<file path="src/rtl/kbbuf_pkg.sv">
// Shared constants for the keyboard byte FIFO: the status bit positions and the default depth.
package kbbuf_pkg;

  localparam int DEPTH_LOG2_DEF = 4;

  localparam int STAT_NOTEMPTY = 0;
  localparam int STAT_FULL     = 1;
  localparam int STAT_OVF      = 2;

  localparam int DATA_W = 8;

endpackage : kbbuf_pkg

</file>
<file path="src/rtl/kbbuf_ram.sv">
// Keyboard FIFO storage: one synchronous write port and one asynchronous read port.
// The array has no reset because an empty FIFO never exposes its contents.
module kbbuf_ram
  import kbbuf_pkg::*;
#(
  parameter int ADDR_W = DEPTH_LOG2_DEF
) (
  input  logic              clk,
  input  logic              i_we,
  input  logic [ADDR_W-1:0] i_waddr,
  input  logic [DATA_W-1:0] i_wdata,
  input  logic [ADDR_W-1:0] i_raddr,
  output logic [DATA_W-1:0] o_rdata
);

  logic [DATA_W-1:0] r_mem [2**ADDR_W];

  always_ff @(posedge clk) begin
    if (i_we) begin
      r_mem[i_waddr] <= i_wdata;
    end
  end

  assign o_rdata = r_mem[i_raddr];

endmodule : kbbuf_ram

</file>
<file path="src/rtl/kbbuf_fifo.sv">
// Keyboard byte FIFO between the SPI register block and the CPU data port.
// Build option: define KBBUF_IRQ_EN to add the registered irq output.
module kbbuf_fifo
  import kbbuf_pkg::*;
#(
  parameter int DEPTH_LOG2 = DEPTH_LOG2_DEF
) (
  input  logic                  clk,
  input  logic                  reset_n,
  input  logic [DATA_W-1:0]     wr_data,
  input  logic                  wr_en,
  input  logic                  rd_pop,
  input  logic                  clr,
  input  logic                  ovf_clr,
  output logic [DATA_W-1:0]     rd_data,
  output logic [7:0]            status,
  output logic [DEPTH_LOG2:0]   count
`ifdef KBBUF_IRQ_EN
  ,
  output logic                  irq
`endif
);

  localparam logic [DEPTH_LOG2:0]   L_CNT_FULL = (DEPTH_LOG2+1)'(2**DEPTH_LOG2);
  localparam logic [DEPTH_LOG2:0]   L_CNT_ONE  = (DEPTH_LOG2+1)'(1);
  localparam logic [DEPTH_LOG2-1:0] L_PTR_ONE  = DEPTH_LOG2'(1);

  logic [DEPTH_LOG2-1:0] r_wptr;
  logic [DEPTH_LOG2-1:0] r_rptr;
  logic [DEPTH_LOG2:0]   r_count;
  logic                  r_ovf;

  logic                  w_empty;
  logic                  w_full;
  logic                  w_do_wr;
  logic                  w_do_rd;
  logic                  w_ovf_set;
  logic                  w_ram_we;
  logic [DATA_W-1:0]     w_ram_rdata;

  // Strobe semantics: wr_en, rd_pop, clr and ovf_clr are one-cycle pulses sampled on
  // the rising edge; there is no back-pressure, so a write offered to a full FIFO
  // without a same-cycle pop is dropped and recorded in the sticky overflow flag.
  assign w_empty   = (r_count == '0);
  assign w_full    = (r_count == L_CNT_FULL);
  assign w_do_rd   = rd_pop && !w_empty;
  assign w_do_wr   = wr_en && (!w_full || rd_pop);
  assign w_ovf_set = wr_en && w_full && !rd_pop;
  assign w_ram_we  = w_do_wr && !clr;

  // When full, a simultaneous write lands on the slot the pop is vacating.
  kbbuf_ram #(
    .ADDR_W (DEPTH_LOG2)
  ) u_ram (
    .clk     (clk),
    .i_we    (w_ram_we),
    .i_waddr (r_wptr),
    .i_wdata (wr_data),
    .i_raddr (r_rptr),
    .o_rdata (w_ram_rdata)
  );

  always_ff @(posedge clk or negedge reset_n) begin
    if (!reset_n) begin
      r_wptr  <= '0;
      r_rptr  <= '0;
      r_count <= '0;
      r_ovf   <= 1'b0;
    end else if (clr) begin
      r_wptr  <= '0;
      r_rptr  <= '0;
      r_count <= '0;
      r_ovf   <= 1'b0;
    end else begin
      if (w_do_wr) begin
        r_wptr <= r_wptr + L_PTR_ONE;
      end
      if (w_do_rd) begin
        r_rptr <= r_rptr + L_PTR_ONE;
      end
      case ({w_do_wr, w_do_rd})
        2'b10:   r_count <= r_count + L_CNT_ONE;
        2'b01:   r_count <= r_count - L_CNT_ONE;
        default: r_count <= r_count;
      endcase
      // A set in the same cycle as ovf_clr wins.
      if (w_ovf_set) begin
        r_ovf <= 1'b1;
      end else if (ovf_clr) begin
        r_ovf <= 1'b0;
      end
    end
  end

  always_comb begin
    status                = 8'h00;
    status[STAT_NOTEMPTY] = !w_empty;
    status[STAT_FULL]     = w_full;
    status[STAT_OVF]      = r_ovf;
  end

  assign count   = r_count;
  assign rd_data = w_empty ? '0 : w_ram_rdata;

`ifdef KBBUF_IRQ_EN
  // Follows occupancy one cycle late, so a flush drops it on the following edge.
  logic r_irq;

  always_ff @(posedge clk or negedge reset_n) begin
    if (!reset_n) begin
      r_irq <= 1'b0;
    end else begin
      r_irq <= !w_empty;
    end
  end

  assign irq = r_irq;
`endif

endmodule : kbbuf_fifo

</file>
<file path="config.mk">
export PLATFORM = sky130hd
export DESIGN_NAME = kbbuf_fifo
export DESIGN_NICKNAME = d
export VERILOG_FILES = /design/src/rtl/kbbuf_pkg.sv /design/src/rtl/kbbuf_ram.sv /design/src/rtl/kbbuf_fifo.sv
export SDC_FILE = /design/constraint.sdc
export NUM_CORES = 1
export LEC_CHECK = 0
export BUFFER_PORTS_ARGS = -buffer_cell sky130_fd_sc_hd__buf_2
export CAP_MARGIN = 25
export CORE_MARGIN = 2
export CORE_UTILIZATION = 35
export CTS_CLUSTER_DIAMETER = 40
export CTS_CLUSTER_SIZE = 28
export DETAILED_ROUTE_END_ITERATION = 16
export GPL_ROUTABILITY_DRIVEN = 1
export PLACE_DENSITY = 0.53
export SYNTH_ARGS = -nofsm -noshare
export SYNTH_HDL_FRONTEND = slang
export SYNTH_SLANG_ARGS = --single-unit
</file>
<file path="constraint.sdc">
create_clock -name clk -period 4.7 [get_ports clk]
set_clock_uncertainty 0.15 [all_clocks]
set_input_delay 0.94 -clock clk [delete_from_list [all_inputs] [get_ports clk]]
set_output_delay 0.94 -clock clk [all_outputs]
set_load 0.05 [all_outputs]
</file>
==> reports/metrics.yaml, run 1 <==
p_seq_share_pct: 38.6
hold_ws_ns: 0.279
gp_congestion: 0.759
path_max_fanout: 16
netlist_area_um2: 5910
grt_pass1_vias: 3071
multi_input_area_um2: 1600
yosys.cell_types.count: 41
viasPerCell: 5.00
clockBufferDepth: 2
synth_top_flop_cell: "edfxtp_1"
cp_top_family: "flip-flops"
synth-warning-count: 0
drive_above_1_share_pct: 28.1
power_w: 0.00387
worst-setup-path-type: "flip-flop to primary output"
max_slew_margin_pct: 35.3
dr.pass1.iters: 5
period_share_pct: 78.4
peakVddDrop_v: 0.000277
r2r_slack_ns: 1.85
insertion_delay_ns: 0.40
die_x_um: 134
hold_buffers: 0
powerDensity_nw_per_um2: 557
final_common_cell: "edfxtp_1"
cts.clk_slew.worst_paths_ns: 0.06
io_buffers: 29
ys_ff_latch: 142
cts_buffers: 17
rows: 47
p_leak_nw: 2.31
cts_resized: 0
initial_utilization_pct: 35.8
layout_min_cycle_time_ns: 3.68
root_buffer: "clkbuf_16"
critPathBufInv: 2
seq_area_frac_synth_pct: 70.9
maxCapViolations: 0
post-dp-hpwl_um: 7960
slew_violations: 0
worstHoldPathType: "input pin to async pin"
setup_violations: 0
antenna_left: 0
cts_setup_buffers: 0
tns_ns: 0
fmaxAchievable_ghz: 0.271
grt_max_degree: 28
wirelength_um: 12000
postSynthCellCount: 329
internal_power_w: 0.00264
post_synth.cell_area_avg_um2: 18.0
antenna_found_initial: 2
wl_per_cell_um: 19.9
nFillCells: 1483
placedCellCount: 569
area_growth_pct: 17.6
tritoncts: "yes"
finish.net_count: 390
end_kind: "primary output"
dieArea_um2: 17900
grt_pass1_wl_um: 18700
switching_share_pct: 31.9
drc: 0
p_switching_w: 0.00123
required_ns: 3.61
grt.overflow.total: 0
clock_sinks: 142
slowest_stage: "dfrtp_1"
async_flop_share_pct: 9.86
hold_viol: 0
die_h_um: 134
clkPwrFrac_pct: 34.5
core_um2: 16500
drt_iter0_markers: 228
arrival_ns: 2.59
most-common-layout-cells: "edfxtp_1 (128), nor2_1 (33), mux4_2 (32)"
start_kind: "flip-flop"
track_usage_pct: 14.4
rsz0062_at_grt: "false"
power_frac_comb_pct: 26.8
outcome: "complete, no violations"
h-tree-depth: 4
worst_pin_slew_ns: 0.967
regArea_um2: 4200
crit_chain: "buf_4 > mux4_2 > mux2i_1 > o22ai_1 > buf_2"
vias: 3013
synth_edf_count: 128
max_stage_delay_ns: 0.86
num_io_pins: 35
fin_cells: 603
## per-stage QoR
step	util, %	setup WS (ns)	area, um2
5_1_grt	42.1	0.921	6950
2_1_floorplan	-	1.06	5930
6_report	42.1	1.02	6950
3_3_place_gp	38.0	1.49	6280
4_1_cts	42.0	1.02	6940
3_5_place_dp	38.4	1.47	6340
## registers in the layout, indices dropped and copies added, names as in the netlist
name	count
r_ovf	1
count	5
r_rptr	4
r_wptr	4
u_ram.r_mem	128
## per-layer routing
metal	up-vias	routed length [um]	part of all wire [%]	global-route usage, %
met3	7	603	5.0	4.16
li1	1379	-	-	-
met5	-	0	0	0
met4	0	86	0.72	4.08
met2	55	5920	49	23.2
met1	1572	5380	45	19.2
## worst register-to-register path, cell delays in order, from the launching register on
cell and delay (ns):
dfrtp_1 0.46, or4_1 0.73, o21ai_4 0.31, inv_2 0.12, ha_1 0.33, a31oi_1 0.22
nor4b_1 0.30, a31oi_1 0.07, nand4_1 0.09
## cell families after synthesis
kind of cell / after synthesis / synth area share (%)
and+or+nand+nor: 66 / 5.29
adders and majority gates: 7 / 1.48
other: 1 / 0.0634
DFF: 142 / 70.9
buffers and inverters: 26 / 2.26
muxes: 53 / 15.8
xor gates and xnor gates: 7 / 1.04
AOI/OAI and AO/OA: 27 / 3.13
## final cells by class
cell class                      count  share of cell area, %
Clock buffer                       18                   6.17
Antenna cell                        2                 0.0720
Multi-Input combinational cell    165                   23.0
Timing Repair Buffer               39                   3.89
Inverter                            4                  0.216
Clock inverter                     13                   2.37
Tap cell                          220                   3.96
Sequential cell                   142                   60.3
## power groups by stage
stage                     registers [W]  logic, W  clock network [W]
after floorplan                 0.00153  0.000809                  0
after global placement          0.00152   0.00104                  0
after detailed placement        0.00152   0.00106                  0
after CTS                       0.00150   0.00106            0.00136
after global routing            0.00151   0.00112            0.00142
final                           0.00150   0.00104            0.00134
## cell usage after synthesis (2+ instances only)
library cell,number,area share (%)
a21oi_1,5,0.42
a31oi_1,2,0.21
and3_1,2,0.21
buf_2,5,0.42
buf_4,8,1.0
clkbuf_1,8,0.51
dfrtp_1,14,5.9
edfxtp_1,128,65
ha_1,7,1.5
inv_1,3,0.19
mux2i_1,19,3.2
mux4_2,32,12
nand2_1,7,0.44
nand2b_1,2,0.21
nand3_1,3,0.25
nor2_1,33,2.1
nor2b_1,5,0.53
nor3_1,4,0.34
o211ai_1,4,0.51
o21ai_0,3,0.25
o22ai_1,8,0.85
or3_1,2,0.21
or4_1,2,0.25
xnor2_1,2,0.30
xor2_1,5,0.74
## path summary, 6_finish.rpt
check                                      start               endpoint  cells after the start
max                        r_rptr[1]$_DFFE_PN0P_             rd_data[1]                      5
min                                      reset_n   count[2]$_DFFE_PN0P_                      1
max reg2reg                 count[2]$_DFFE_PN0P_   count[4]$_DFFE_PN0P_                      8
min reg2reg                r_rptr[3]$_DFFE_PN0P_  r_rptr[3]$_DFFE_PN0P_                      2
max in group asynchronous                reset_n  r_rptr[0]$_DFFE_PN0P_                      1
min in group clk           r_rptr[3]$_DFFE_PN0P_  r_rptr[3]$_DFFE_PN0P_                      2
No activity file was read; power rests on OpenSTA's default activity.
==> run 2, diff against run 1 <==
==> constraint.sdc (replaced) <==
create_clock -name clk -period 3.5 [get_ports clk]
set_clock_uncertainty 0.15 [all_clocks]
set_input_delay 0.7 -clock clk [delete_from_list [all_inputs] [get_ports clk]]
set_output_delay 0.7 -clock clk [all_outputs]
set_load 0.05 [all_outputs]
==> reports/metrics.yaml, run 2 (synthesized netlist as in run 1, its figures left out) <==
core_um2: 16500  # unchanged
hold_ws_ns: 0.0358  # -0.243 ns
antenna_found_initial: 0  # -2
die_x_um: 134  # unchanged
grt.overflow.total: 0  # unchanged
peakVddDrop_v: 0.000360  # +30%
worstHoldPathType: "input pin to async pin"
wirelength_um: 11900  # -0.53%
top_register: "u_ram.r_mem"
dr.pass1.iters: 4  # -1
outcome: "complete, no violations"
rows: 47  # unchanged
wl_per_cell_um: 19.5  # -1.8%
num_io_pins: 35  # unchanged
die_h_um: 134  # unchanged
setup_violations: 0  # unchanged
start_kind: "flip-flop"
worst_pin_slew_ns: 0.538  # -0.429 ns
drt_iter0_markers: 188  # -18%
vias: 3031  # +0.60%
initial_utilization_pct: 35.8  # unchanged
gp_congestion: 0.806  # +6.1%
maxCapViolations: 0  # unchanged
grt_max_degree: 36  # +29%
worst-setup-path-type: "flip-flop to primary output"
max_stage_delay_ns: 0.53  # -0.33 ns
period_share_pct: 92.4
cts_resized: 0  # unchanged
cts_buffers: 17  # unchanged
cts_setup_buffers: 0  # unchanged
hold_viol: 0  # unchanged
placedCellCount: 579  # +1.8%
cts.clk_slew.worst_paths_ns: 0.06  # about the same
antenna_cells: 0  # -2
viasPerCell: 4.96  # -0.72%
path_max_fanout: 8  # -8
drc: 0  # unchanged
crit_chain: "nor4_1 > nand2_1 > nand2b_1 > o22ai_1 > buf_2"
p_leak_nw: 2.34  # +1.3%
clock_sinks: 142  # unchanged
final_common_cell: "edfxtp_1"
track_usage_pct: 14.2  # -0.14 points
grt_pass1_vias: 3109  # +1.2%
drive_above_1_share_pct: 29.7  # +1.6 points
io_buffers: 29  # unchanged
area_growth_pct: 17.9
layout_min_cycle_time_ns: 3.23
arrival_ns: 2.38  # -0.21 ns
finish.net_count: 399  # +2.3%
fmaxAchievable_ghz: 0.309
required_ns: 2.65  # -0.96 ns
powerDensity_nw_per_um2: 739  # +33%
fin_cells: 611  # +1.3%
root_buffer: "clkbuf_16"
most-common-layout-cells: "edfxtp_1 (128), nor2_1 (33), mux4_2 (32)"
slowest_stage: "nor4_1"
tritoncts: "yes"
slew_violations: 0  # unchanged
dieArea_um2: 17900  # unchanged
post-dp-hpwl_um: 7310  # -8.2%
nFillCells: 1460  # -1.6%
tns_ns: 0  # unchanged
largest_reg_flops: 128  # unchanged
clockBufferDepth: 2  # unchanged
rsz0062_at_grt: "false"
end_kind: "primary output"
insertion_delay_ns: 0.41  # about the same
antenna_left: 0  # unchanged
hold_buffers: 0  # unchanged
h-tree-depth: 4  # unchanged
grt_pass1_wl_um: 18400  # -1.6%
max_slew_margin_pct: 64.0  # +29 points
## run 2: cell count changes in the layout (fill, tap and decap cells not counted), sizes merged
cell,before,now
buf,38,48
clkbuf,19,20
clkinvlp,2,3
diode,2,0
bufinv,3,2
inv,7,6
## run 2: where the power goes
group | total [W] | leakage [nW] | switching [W] | internal [W]
Clock | 0.00174 | 0.272 | 0.000682 | 0.00105
Sequential | 0.00197 | 1.34 | 0.0000633 | 0.00190
Combinational | 0.00145 | 0.722 | 0.000933 | 0.000517
Total | 0.00515 | 2.34 | 0.00168 | 0.00348
## run 2: worst paths after layout
check / from / to / slack, ns / cells after the start
worst max-delay path: count[2]$_DFFE_PN0P_ / rd_data[7] / 0.27 / 5
max in group asynchronous: reset_n / r_rptr[0]$_DFFE_PN0P_ / 2.88 / 1
worst min register to register: r_rptr[3]$_DFFE_PN0P_ / r_rptr[3]$_DFFE_PN0P_ / 0.42 / 2
worst max register to register: count[2]$_DFFE_PN0P_ / count[4]$_DFFE_PN0P_ / 0.59 / 8
worst min-delay path: reset_n / r_ovf$_DFFE_PN0P_ / 0.04 / 1
min in group clk: r_rptr[3]$_DFFE_PN0P_ / r_rptr[3]$_DFFE_PN0P_ / 0.42 / 2
## run 2: routing by layer
layer	wire length (um)	vias up	GRT usage (%)
li1	-	1392	-
met1	5370	1563	19.1
met5	0	-	0
met3	628	14	3.82
met2	5780	62	22.8
met4	145	0	4.43
## run 2: stage by stage
stage | instance area (um2) | power (W) | setup slack [ns] | util, %
floorplan | 5930 | 0.00313 | 0.101 | -
global placement | 6400 | 0.00346 | 0.695 | 38.7
detailed placement | 6400 | 0.00347 | 0.647 | 38.7
CTS | 6970 | 0.00521 | 0.199 | 42.2
global route | 6970 | 0.00538 | 0.00943 | 42.2
finish | 6970 | 0.00515 | 0.267 | 42.2
## run 2: cell type report
type / count / area, um2 / share of cell area (%)
flip-flops and latches: 142 / 4200 / 60.2
clock buffers: 20 / 437 / 6.26
multi-input cells: 165 / 1600 / 22.9
inverters: 4 / 15.0 / 0.215
repair buffers: 48 / 313 / 4.49
well taps: 220 / 275 / 3.95
clock inverters: 12 / 139 / 1.99
## run 2: worst max-delay path: cells and delay by family (launching register included)
kind	cells	cell delay [ns]
AND/OR/NAND/NOR	3	1.09
AO/OA/AOI/OAI	1	0.18
buffers and inverters	1	0.24
flip-flops	1	0.46
==> run 3, diff against run 2 <==
--- a/config.mk
+++ b/config.mk
@@ -14,6 +14,7 @@
 export DETAILED_ROUTE_END_ITERATION = 16
 export GPL_ROUTABILITY_DRIVEN = 1
 export PLACE_DENSITY = 0.53
+export RECOVER_POWER = 25
 export SYNTH_ARGS = -nofsm -noshare
 export SYNTH_HDL_FRONTEND = slang
 export SYNTH_SLANG_ARGS = --single-unit
==> reports/metrics.yaml, run 3 (synthesized netlist as in run 1, its figures left out) <==
antenna_left: 0  # unchanged
die_h_um: 134  # unchanged
initial_utilization_pct: 35.8  # unchanged
path_max_fanout: 8  # unchanged
arrival_ns: 2.38  # about the same
grt_pass1_vias: 3109  # unchanged
grt.overflow.total: 0  # unchanged
largest_reg_flops: 128  # unchanged
placedCellCount: 579  # unchanged
worst-setup-path-type: "flip-flop to primary output"
die_x_um: 134  # unchanged
outcome: "complete, no violations"
worstHoldPathType: "input pin to async pin"
h-tree-depth: 4  # unchanged
drc: 0  # unchanged
most-common-layout-cells: "edfxtp_1 (128), nor2_1 (33), mux4_2 (32)"
gp_congestion: 0.806  # unchanged
finish.net_count: 399  # unchanged
required_ns: 2.65  # about the same
wirelength_um: 11900  # -0.54%
insertion_delay_ns: 0.41  # about the same
antenna_found_initial: 0  # unchanged
end_kind: "primary output"
p_leak_nw: 2.32  # -0.71%
tns_ns: 0  # unchanged
vias: 3064  # +1.1%
tritoncts: "yes"
drt_iter0_markers: 164  # -13%
num_io_pins: 35  # unchanged
antenna_cells: 0  # unchanged
drive_above_1_share_pct: 28.1  # -1.5 points
max_slew_margin_pct: 45.4  # -19 points
post-dp-hpwl_um: 7310  # unchanged
track_usage_pct: 14.2  # unchanged
wl_per_cell_um: 19.4  # -0.54%
rows: 47  # unchanged
top_register: "u_ram.r_mem"
period_share_pct: 92.2  # -0.19 points
area_growth_pct: 17.8
setup_violations: 0  # unchanged
rsz0062_at_grt: "false"
final_common_cell: "edfxtp_1"
nFillCells: 1464  # +0.27%
hold_viol: 0  # unchanged
cts.clk_slew.worst_paths_ns: 0.06  # about the same
core_um2: 16500  # unchanged
start_kind: "flip-flop"
fin_cells: 611  # unchanged
fmaxAchievable_ghz: 0.310  # +0.20%
cts_setup_buffers: 0  # unchanged
peakVddDrop_v: 0.000359  # -0.28%
powerDensity_nw_per_um2: 740  # +0.10%
io_buffers: 29  # unchanged
root_buffer: "clkbuf_16"
maxCapViolations: 0  # unchanged
grt_pass1_wl_um: 18400  # unchanged
dr.pass1.iters: 4  # unchanged
dieArea_um2: 17900  # unchanged
slew_violations: 0  # unchanged
layout_min_cycle_time_ns: 3.23  # -0.00650 ns
grt_max_degree: 36  # unchanged
viasPerCell: 5.01  # +1.1%
cts_resized: 0  # unchanged
worst_pin_slew_ns: 0.820  # +0.282 ns
clockBufferDepth: 2  # unchanged
hold_buffers: 0  # unchanged
cts_buffers: 17  # unchanged
clock_sinks: 142  # unchanged
run 3: worst max-delay path: stages, from the launching register on:
cell and delay (ns):
dfrtp_1 0.46, nor4_1 0.53, nand2_1 0.18, nand2b_1 0.38, o22ai_1 0.18, buf_2 0.24
run 3: report_power, final:
part / switching, W / internal, W / total (W)
Clock: 0.000682 / 0.00106 / 0.00174
Sequential: 0.0000638 / 0.00190 / 0.00197
Combinational: 0.000932 / 0.000516 / 0.00145
Total: 0.00168 / 0.00348 / 0.00515
run 3: cell type report:
cell class / count / area [um2] / share of cell area [%]
sequential: 142 / 4200 / 60.2
clock buffer: 20 / 437 / 6.27
inverter: 4 / 15.0 / 0.216
clock inverter: 12 / 139 / 1.99
multi-input combinational: 165 / 1600 / 23.0
timing repair buffer: 48 / 305 / 4.38
tap: 220 / 275 / 3.95
run 3: layer usage:
metal	track usage (%)	vias to the layer above	part of all wire (%)
met1	19.1	1584	45
met3	3.82	16	4.8
met2	22.8	71	49
met5	0	-	0
li1	-	1393	-
met4	4.43	0	1.3
run 3: path summary, 6_finish.rpt:
path,slack [ns],endpoint,cells past startpoint,from
worst min-delay path,0.21,r_ovf$_DFFE_PN0P_,1,reset_n
worst max register to register,0.60,count[4]$_DFFE_PN0P_,8,count[2]$_DFFE_PN0P_
max in group asynchronous,2.43,r_rptr[0]$_DFFE_PN0P_,1,reset_n
min in group clk,0.42,r_rptr[3]$_DFFE_PN0P_,2,r_rptr[3]$_DFFE_PN0P_
worst max-delay path,0.27,rd_data[7],5,count[2]$_DFFE_PN0P_
worst min register to register,0.42,r_rptr[3]$_DFFE_PN0P_,2,r_rptr[3]$_DFFE_PN0P_
run 3: stage by stage:
stage / power [W] / cell area [um2] / hold WS, ns / worst slack, ns / utilization [%]
2_1_floorplan: 0.00313 / 5930 / 0.254 / 0.101 / -
3_3_place_gp: 0.00346 / 6400 / 0.401 / 0.695 / 38.7
3_5_place_dp: 0.00347 / 6400 / 0.406 / 0.647 / 38.7
4_1_cts: 0.00521 / 6970 / 0.0341 / 0.199 / 42.2
5_1_grt: 0.00538 / 6970 / 0.278 / 0.00943 / 42.2
6_report: 0.00515 / 6970 / 0.207 / 0.274 / 42.2
